[src/rtl/enigma_pkg.sv]
// Shared types and modular helpers for the sequential enigma core.
package enigma_pkg;

  typedef enum logic [2:0] {
    S_IDLE, S_STEP, S_FWD, S_REFL, S_BWD, S_DONE
  } state_t;

  localparam logic [7:0] ASCII_A = 8'h41;
  localparam logic [7:0] ASCII_Z = 8'h5A;

  // Operands are IW-wide indices already reduced below the modulus.
  function automatic int unsigned add_mod(input int unsigned a, input int unsigned b,
                                          input int unsigned m);
    int unsigned s;
    s = a + b;
    return (s >= m) ? s - m : s;
  endfunction

  function automatic int unsigned sub_mod(input int unsigned a, input int unsigned b,
                                          input int unsigned m);
    return (a >= b) ? a - b : a + m - b;
  endfunction

endpackage

[src/rtl/enigma_if.sv]
// Character handshake between the I/O front end and the enigma core.
interface enigma_if;
  logic       valid;
  logic       ready;
  logic [7:0] din;
  logic [7:0] dout;
  logic       done;

  modport master (output valid, din, input ready, dout, done);
  modport slave  (input valid, din, output ready, dout, done);
endinterface

[src/rtl/enigma_lut.sv]
// Shared rotor lookup: forward map or lowest-index inverse search of one selected rotor.
module enigma_lut
  import enigma_pkg::*;
#(
  parameter int NUM_ROTORS = 3,
  parameter int ALPHA      = 26,
  parameter int IW         = $clog2(ALPHA),
  parameter int SW         = (NUM_ROTORS > 1) ? $clog2(NUM_ROTORS) : 1
) (
  input  logic [NUM_ROTORS*ALPHA*IW-1:0] map_bus,
  input  logic [SW-1:0]                  sel,
  input  logic [IW-1:0]                  operand,
  input  logic [IW-1:0]                  pos,
  input  logic                           dir,
  output logic [IW-1:0]                  result
);

  int unsigned idx, fv, iv;

  always_comb begin
    idx = add_mod(32'(operand), 32'(pos), ALPHA);
    fv  = 32'(map_bus[(32'(sel)*ALPHA + idx)*IW +: IW]) % ALPHA;
    // Descending scan so the lowest matching index wins; no match leaves 0.
    iv  = 0;
    for (int j = ALPHA-1; j >= 0; j--) begin
      if (32'(map_bus[(32'(sel)*ALPHA + 32'(j))*IW +: IW]) % ALPHA == idx)
        iv = 32'(j);
    end
    result = IW'(sub_mod(dir ? iv : fv, 32'(pos), ALPHA));
  end

endmodule

[src/rtl/enigma_core.sv]
// Sequential enigma: one shared lookup walked through N forward, reflector, N backward stages.
// Optional plugboard enabled by defining ENIGMA_PLUGBOARD_EN.
module enigma_core
  import enigma_pkg::*;
#(
  parameter int NUM_ROTORS = 3,
  parameter int ALPHA      = 26,
  parameter int IW         = $clog2(ALPHA)
) (
  input  logic                           clk,
  input  logic                           reset_n,
  input  logic                           set,
  input  logic                           en,
  input  logic [NUM_ROTORS*IW-1:0]       pos_in,
  input  logic [NUM_ROTORS*ALPHA*IW-1:0] wiring_in,
  input  logic [ALPHA*IW-1:0]            refl_in,
`ifdef ENIGMA_PLUGBOARD_EN
  input  logic [ALPHA*IW-1:0]            plug_in,
`endif
  output logic [NUM_ROTORS*IW-1:0]       pos_out,
  enigma_if.slave                        io
);

  localparam int SW = (NUM_ROTORS > 1) ? $clog2(NUM_ROTORS) : 1;

  state_t                         state;
  logic [SW-1:0]                  k;
  logic [IW-1:0]                  x;
  logic [NUM_ROTORS-1:0][IW-1:0]  pos_q, pos_step;
  logic [NUM_ROTORS*ALPHA*IW-1:0] wiring_q;
  logic [ALPHA*IW-1:0]            refl_q;
  logic [7:0]                     dout_q;
  logic                           done_q;
  logic [IW-1:0]                  lut_x, refl_x;
  logic [7:0]                     din_off;
  logic                           is_letter, carry;

`ifdef ENIGMA_PLUGBOARD_EN
  logic [ALPHA*IW-1:0] plug_q;

  function automatic logic [ALPHA*IW-1:0] ident_map();
    logic [ALPHA*IW-1:0] m;
    m = '0;
    for (int j = 0; j < ALPHA; j++) m[j*IW +: IW] = IW'(j);
    return m;
  endfunction

  function automatic logic [IW-1:0] plug_map(input logic [IW-1:0] v);
    return IW'(32'(plug_q[32'(v)*IW +: IW]) % ALPHA);
  endfunction
`else
  function automatic logic [IW-1:0] plug_map(input logic [IW-1:0] v);
    return v;
  endfunction
`endif

  assign pos_out  = pos_q;
  assign io.ready = reset_n && (state == S_IDLE);
  assign io.dout  = dout_q;
  assign io.done  = done_q;

  assign din_off   = io.din - ASCII_A;
  assign is_letter = (io.din >= ASCII_A) && (io.din <= ASCII_Z);
  assign refl_x    = IW'(32'(refl_q[32'(x)*IW +: IW]) % ALPHA);

  // Odometer: each rotor advances only while the carry from below is still live.
  always_comb begin
    pos_step = pos_q;
    carry    = 1'b1;
    for (int r = 0; r < NUM_ROTORS; r++) begin
      if (carry) begin
        if (pos_q[r] == IW'(ALPHA-1)) pos_step[r] = '0;
        else begin
          pos_step[r] = pos_q[r] + 1'b1;
          carry       = 1'b0;
        end
      end
    end
  end

  enigma_lut #(.NUM_ROTORS(NUM_ROTORS), .ALPHA(ALPHA), .IW(IW), .SW(SW)) u_lut (
    .map_bus (wiring_q),
    .sel     (k),
    .operand (x),
    .pos     (pos_q[k]),
    .dir     (state == S_BWD),
    .result  (lut_x)
  );

  always_ff @(posedge clk or negedge reset_n) begin
    if (!reset_n) begin
      state    <= S_IDLE;
      k        <= '0;
      x        <= '0;
      pos_q    <= '0;
      wiring_q <= '0;
      refl_q   <= '0;
      dout_q   <= '0;
      done_q   <= 1'b0;
`ifdef ENIGMA_PLUGBOARD_EN
      plug_q   <= ident_map();
`endif
    end else if (set) begin
      state    <= S_IDLE;
      k        <= '0;
      pos_q    <= pos_in;
      wiring_q <= wiring_in;
      refl_q   <= refl_in;
      dout_q   <= '0;
      done_q   <= 1'b0;
`ifdef ENIGMA_PLUGBOARD_EN
      plug_q   <= plug_in;
`endif
    end else if (en) begin
      case (state)
        S_IDLE: if (io.valid) begin
          if (is_letter) begin
            x     <= plug_map(IW'(din_off));
            state <= S_STEP;
          end else begin
            dout_q <= io.din;
            done_q <= 1'b1;
            state  <= S_DONE;
          end
        end
        S_STEP: begin
          pos_q <= pos_step;
          k     <= '0;
          state <= S_FWD;
        end
        S_FWD: begin
          x <= lut_x;
          if (k == SW'(NUM_ROTORS-1)) state <= S_REFL;
          else                        k     <= k + 1'b1;
        end
        S_REFL: begin
          x     <= refl_x;
          k     <= SW'(NUM_ROTORS-1);
          state <= S_BWD;
        end
        S_BWD: begin
          x <= lut_x;
          if (k == '0) begin
            dout_q <= 8'(plug_map(lut_x)) + ASCII_A;
            done_q <= 1'b1;
            state  <= S_DONE;
          end else k <= k - 1'b1;
        end
        S_DONE: begin
          dout_q <= '0;
          done_q <= 1'b0;
          state  <= S_IDLE;
        end
        default: state <= S_IDLE;
      endcase
    end
  end

endmodule

[src/flat_wrapper.sv]
// flat-port wrapper written by rule: the top's interface ports become plain ports
module enigma_core_flat import enigma_pkg::*;
#(
  parameter int NUM_ROTORS = 3,
  parameter int ALPHA      = 26,
  parameter int IW         = $clog2(ALPHA)
)
  (clk, reset_n, set, en, pos_in, wiring_in, refl_in, pos_out, io_valid, io_din, io_ready, io_dout, io_done);
  enigma_if io_i ();
  input  logic clk;
  input  logic reset_n;
  input  logic set;
  input  logic en;
  input  logic [NUM_ROTORS*IW-1:0] pos_in;
  input  logic [NUM_ROTORS*ALPHA*IW-1:0] wiring_in;
  input  logic [ALPHA*IW-1:0] refl_in;
  output logic [NUM_ROTORS*IW-1:0] pos_out;
  input wire logic [$bits(io_i.valid)-1:0] io_valid;
  input wire logic [$bits(io_i.din)-1:0] io_din;
  output wire logic [$bits(io_i.ready)-1:0] io_ready;
  output wire logic [$bits(io_i.dout)-1:0] io_dout;
  output wire logic [$bits(io_i.done)-1:0] io_done;
  assign io_i.valid = io_valid;
  assign io_i.din = io_din;
  assign io_ready = io_i.ready;
  assign io_dout = io_i.dout;
  assign io_done = io_i.done;
  enigma_core #(.NUM_ROTORS(NUM_ROTORS), .ALPHA(ALPHA), .IW(IW)) u_core (.clk(clk), .reset_n(reset_n), .set(set), .en(en), .pos_in(pos_in), .wiring_in(wiring_in), .refl_in(refl_in), .pos_out(pos_out), .io(io_i));
endmodule
[config.mk]
export PLATFORM = sky130hd
export DESIGN_NAME = enigma_core_flat
export DESIGN_NICKNAME = d
export VERILOG_FILES = /design/src/rtl/enigma_pkg.sv /design/src/rtl/enigma_if.sv /design/src/rtl/enigma_lut.sv /design/src/rtl/enigma_core.sv /design/src/flat_wrapper.sv
export SDC_FILE = /design/constraint.sdc
export NUM_CORES = 2
export LEC_CHECK = 0
export BUFFER_PORTS_ARGS = -buffer_cell sky130_fd_sc_hd__buf_2
export CORE_MARGIN = 2
export CORE_UTILIZATION = 55
export DETAILED_ROUTE_END_ITERATION = 6
export PLACE_DENSITY = 0.73
export SLEW_MARGIN = 20
export SYNTH_ARGS = -nofsm -noshare
export SYNTH_HDL_FRONTEND = slang
export SYNTH_SLANG_ARGS = --single-unit
[constraint.sdc]
create_clock -name clk -period 14.7 [get_ports clk]
set_input_delay 1.47 -clock clk [delete_from_list [all_inputs] [get_ports clk]]
set_output_delay 1.47 -clock clk [all_outputs]
set_load 0.01 [all_outputs]
==> results.cfg <==
[status]
outcome = complete, but fails checks
violations = DRC

[clock_tree]
insertion_delay_ps = 680
clkSlewWorstSetupHoldPaths_ps = 60
h-tree-depth = 2
ctsHoldBuffers = 0
post_cts_resized = 0
cts_tree = built
cts_made_buffers = 58
cts_root_buffer = clkbuf_16
clockBufferDepth = 3
clock-sinks = 554
postCtsSetupBuffers = 0

[worst_setup_path]
start_kind = register
cp_slowest_cell = dfrtp_4
crit_path_frequent_cell = ha_1
cp.required_ps = 15230
cp_max_fo = 28
max_stage_delay_ps = 770
timing.rr.start = u_core.k[1]
crit_type = register to register
end_kind = register
ff2ff_path_depth = 49
startpoint = u_core.k[1]
cp_data_arrival_time_ps = 13900

[place]
placement.io_buffers = 572
dpl_cell_area_um2 = 51000
dp.final_hpwl_mm = 128
gp_congestion = 1.03

[synth]
synth_cells = 4488
synth_top_cell_area_share_pct = 29.3
ys_warn_count = 0
synth_nets = 5174
post_synth_num_cell_types = 110
ys_top_cells_by_area = dfrtp_1, mux4_2, mux2_2
ys_async_sr_fraction_pct = 100
seq_area_frac_synth_pct = 29.3
synth_ff_type = dfrtp_1
synth_edf_count = 0
avgSynthCellArea_um2 = 10.6
netlist_area_um2 = 47400
yosys.area.top_type = dfrtp_1
synth_seq_cells = 554

[floorplan]
start_util_pct = 55.6
die_y_um = 298
core_area_um2 = 85300
die_w_um = 298
rows = 107
top_level_ports = 573
dieArea_um2 = 88500

[drt]
route.detailed.drc = 5
vias = 41600
drtIter0Drc = 5445
via_per_inst = 6.86
wl_mm = 170
avgRoutedWirePerCell_um = 28.1
postRouteAntennaNets = 0
firstDrtPassIters = 7

[flow_run]
maxCapViolations = 0

[timing]
fmax_mhz = 74.8
rsz0062_at_grt = false
fin_crit_sh_pct = 90.9
hold_ws_ps = 503
finalCriticalPeriod_ps = 13370
setup_viol = 0
finalClockSkew_ps = 40.3
finalHoldViolCount = 0
slew_headroom_pct = 20.3
tightestPinTransition_ps = 1190
final.setup.tns_ps = 0
final-max-slew-violation-count = 0

[grt]
antenna_found_initial = 14
grt_max_degree = 163
grt_pass1_wl_mm = 253
grt_pass1_vias = 39800
grtUsageTotal_pct = 37.5
grt_overflow_total = 0

[final_layout]
finalNetCount = 5549
final_layout_size_suffix_gt1_share_pct = 35.2
final_cell_mix = mux2_2, buf_2, dfrtp_1
final_cell_area_um2 = 53200
syn_to_final_growth_pct = 12.2

[min_path]
min_from = u_core.refl_q[126]
min_path_type = register to register
whs_path_depth = 1
## path summary, 6_finish.rpt
| check | to | slack [ps] |
|---|---|---|
| worst min register to register | u_core.refl_q[126] | 500 |
| max in group asynchronous | u_core.refl_q[98] | 11300 |
| worst max-delay path | u_core.io.dout[4] | 1330 |
| worst min-delay path | u_core.refl_q[126] | 500 |
| min in group asynchronous | u_core.wiring_q[25] | 690 |
| worst max register to register | u_core.io.dout[4] | 1330 |
## metal layers
layer	wire length, µm	up-vias	GRT usage [%]	share of wire [%]
met1	63800	20500	49.7	37
met4	13400	4	24.8	7.8
met5	25	-	0	0.015
met2	75300	2660	56.6	44
li1	-	17900	-	-
met3	17900	566	6.81	11
## sequential cells by signal (all words and copies together) (netlist names)
| register | cells |
|---|---|
| u_core.x | 5 |
| u_core.io.dout | 8 |
| u_core.wiring_q | 390 |
| u_core.pos_out | 15 |
| u_core.refl_q | 130 |
| u_core.io.done | 1 |
| u_core.state | 3 |
| u_core.k | 2 |
## worst max-delay path, delay by kind of cell (launching register included)
family	cells	cell delay, ps
simple gates	12	2580
compound gates	19	4950
mux	3	550
flops	1	770
fa+ha+maj	7	2580
xor+xnor	2	390
buf+inv	6	1380
## through the flow
stage / utilization [%] / std cells / worst slack, ps
floorplan: - / 4488 / 1500
global placement: 59.8 / 5947 / 1880
detailed placement: 59.8 / 5947 / 1670
CTS: 62.3 / 6056 / 1590
global route: 62.4 / 6064 / 578
finish: 62.4 / 6064 / 1330
## final cells by class
| cell class | instances | area [µm²] |
|---|---|---|
| clock buffer | 79 | 1650 |
| tap | 1144 | 1430 |
| sequential | 554 | 13900 |
| inverter | 110 | 415 |
| multi-input combinational | 3496 | 31800 |
| antenna | 8 | 20.0 |
| timing repair buffer | 643 | 3520 |
| fill | 7020 | 32100 |
| clock inverter | 30 | 500 |
## Yosys cell counts (102+ instances only)
master	n
mux2_2	570
dfrtp_1	554
mux4_2	348
mux2i_1	326
nor2_1	319
nand2_1	317
a21oi_1	259
o21ai_0	199
clkbuf_1	168
xnor2_1	162
ha_1	132
inv_1	102
## cell families after synthesis
group	count (synthesis)	synth area share (%)
AOI/OAI and AO/OA	935	13.0
xor gates and xnor gates	184	3.43
adders and majority gates	138	3.74
buffers and inverters	438	3.89
DFF	554	29.3
muxes	1247	37.1
other	1	0.00791
and+or+nand+nor	991	9.62
Power is not shown: default switching activity piles up to over one toggle a cycle in this logic, so the estimate is an artifact.
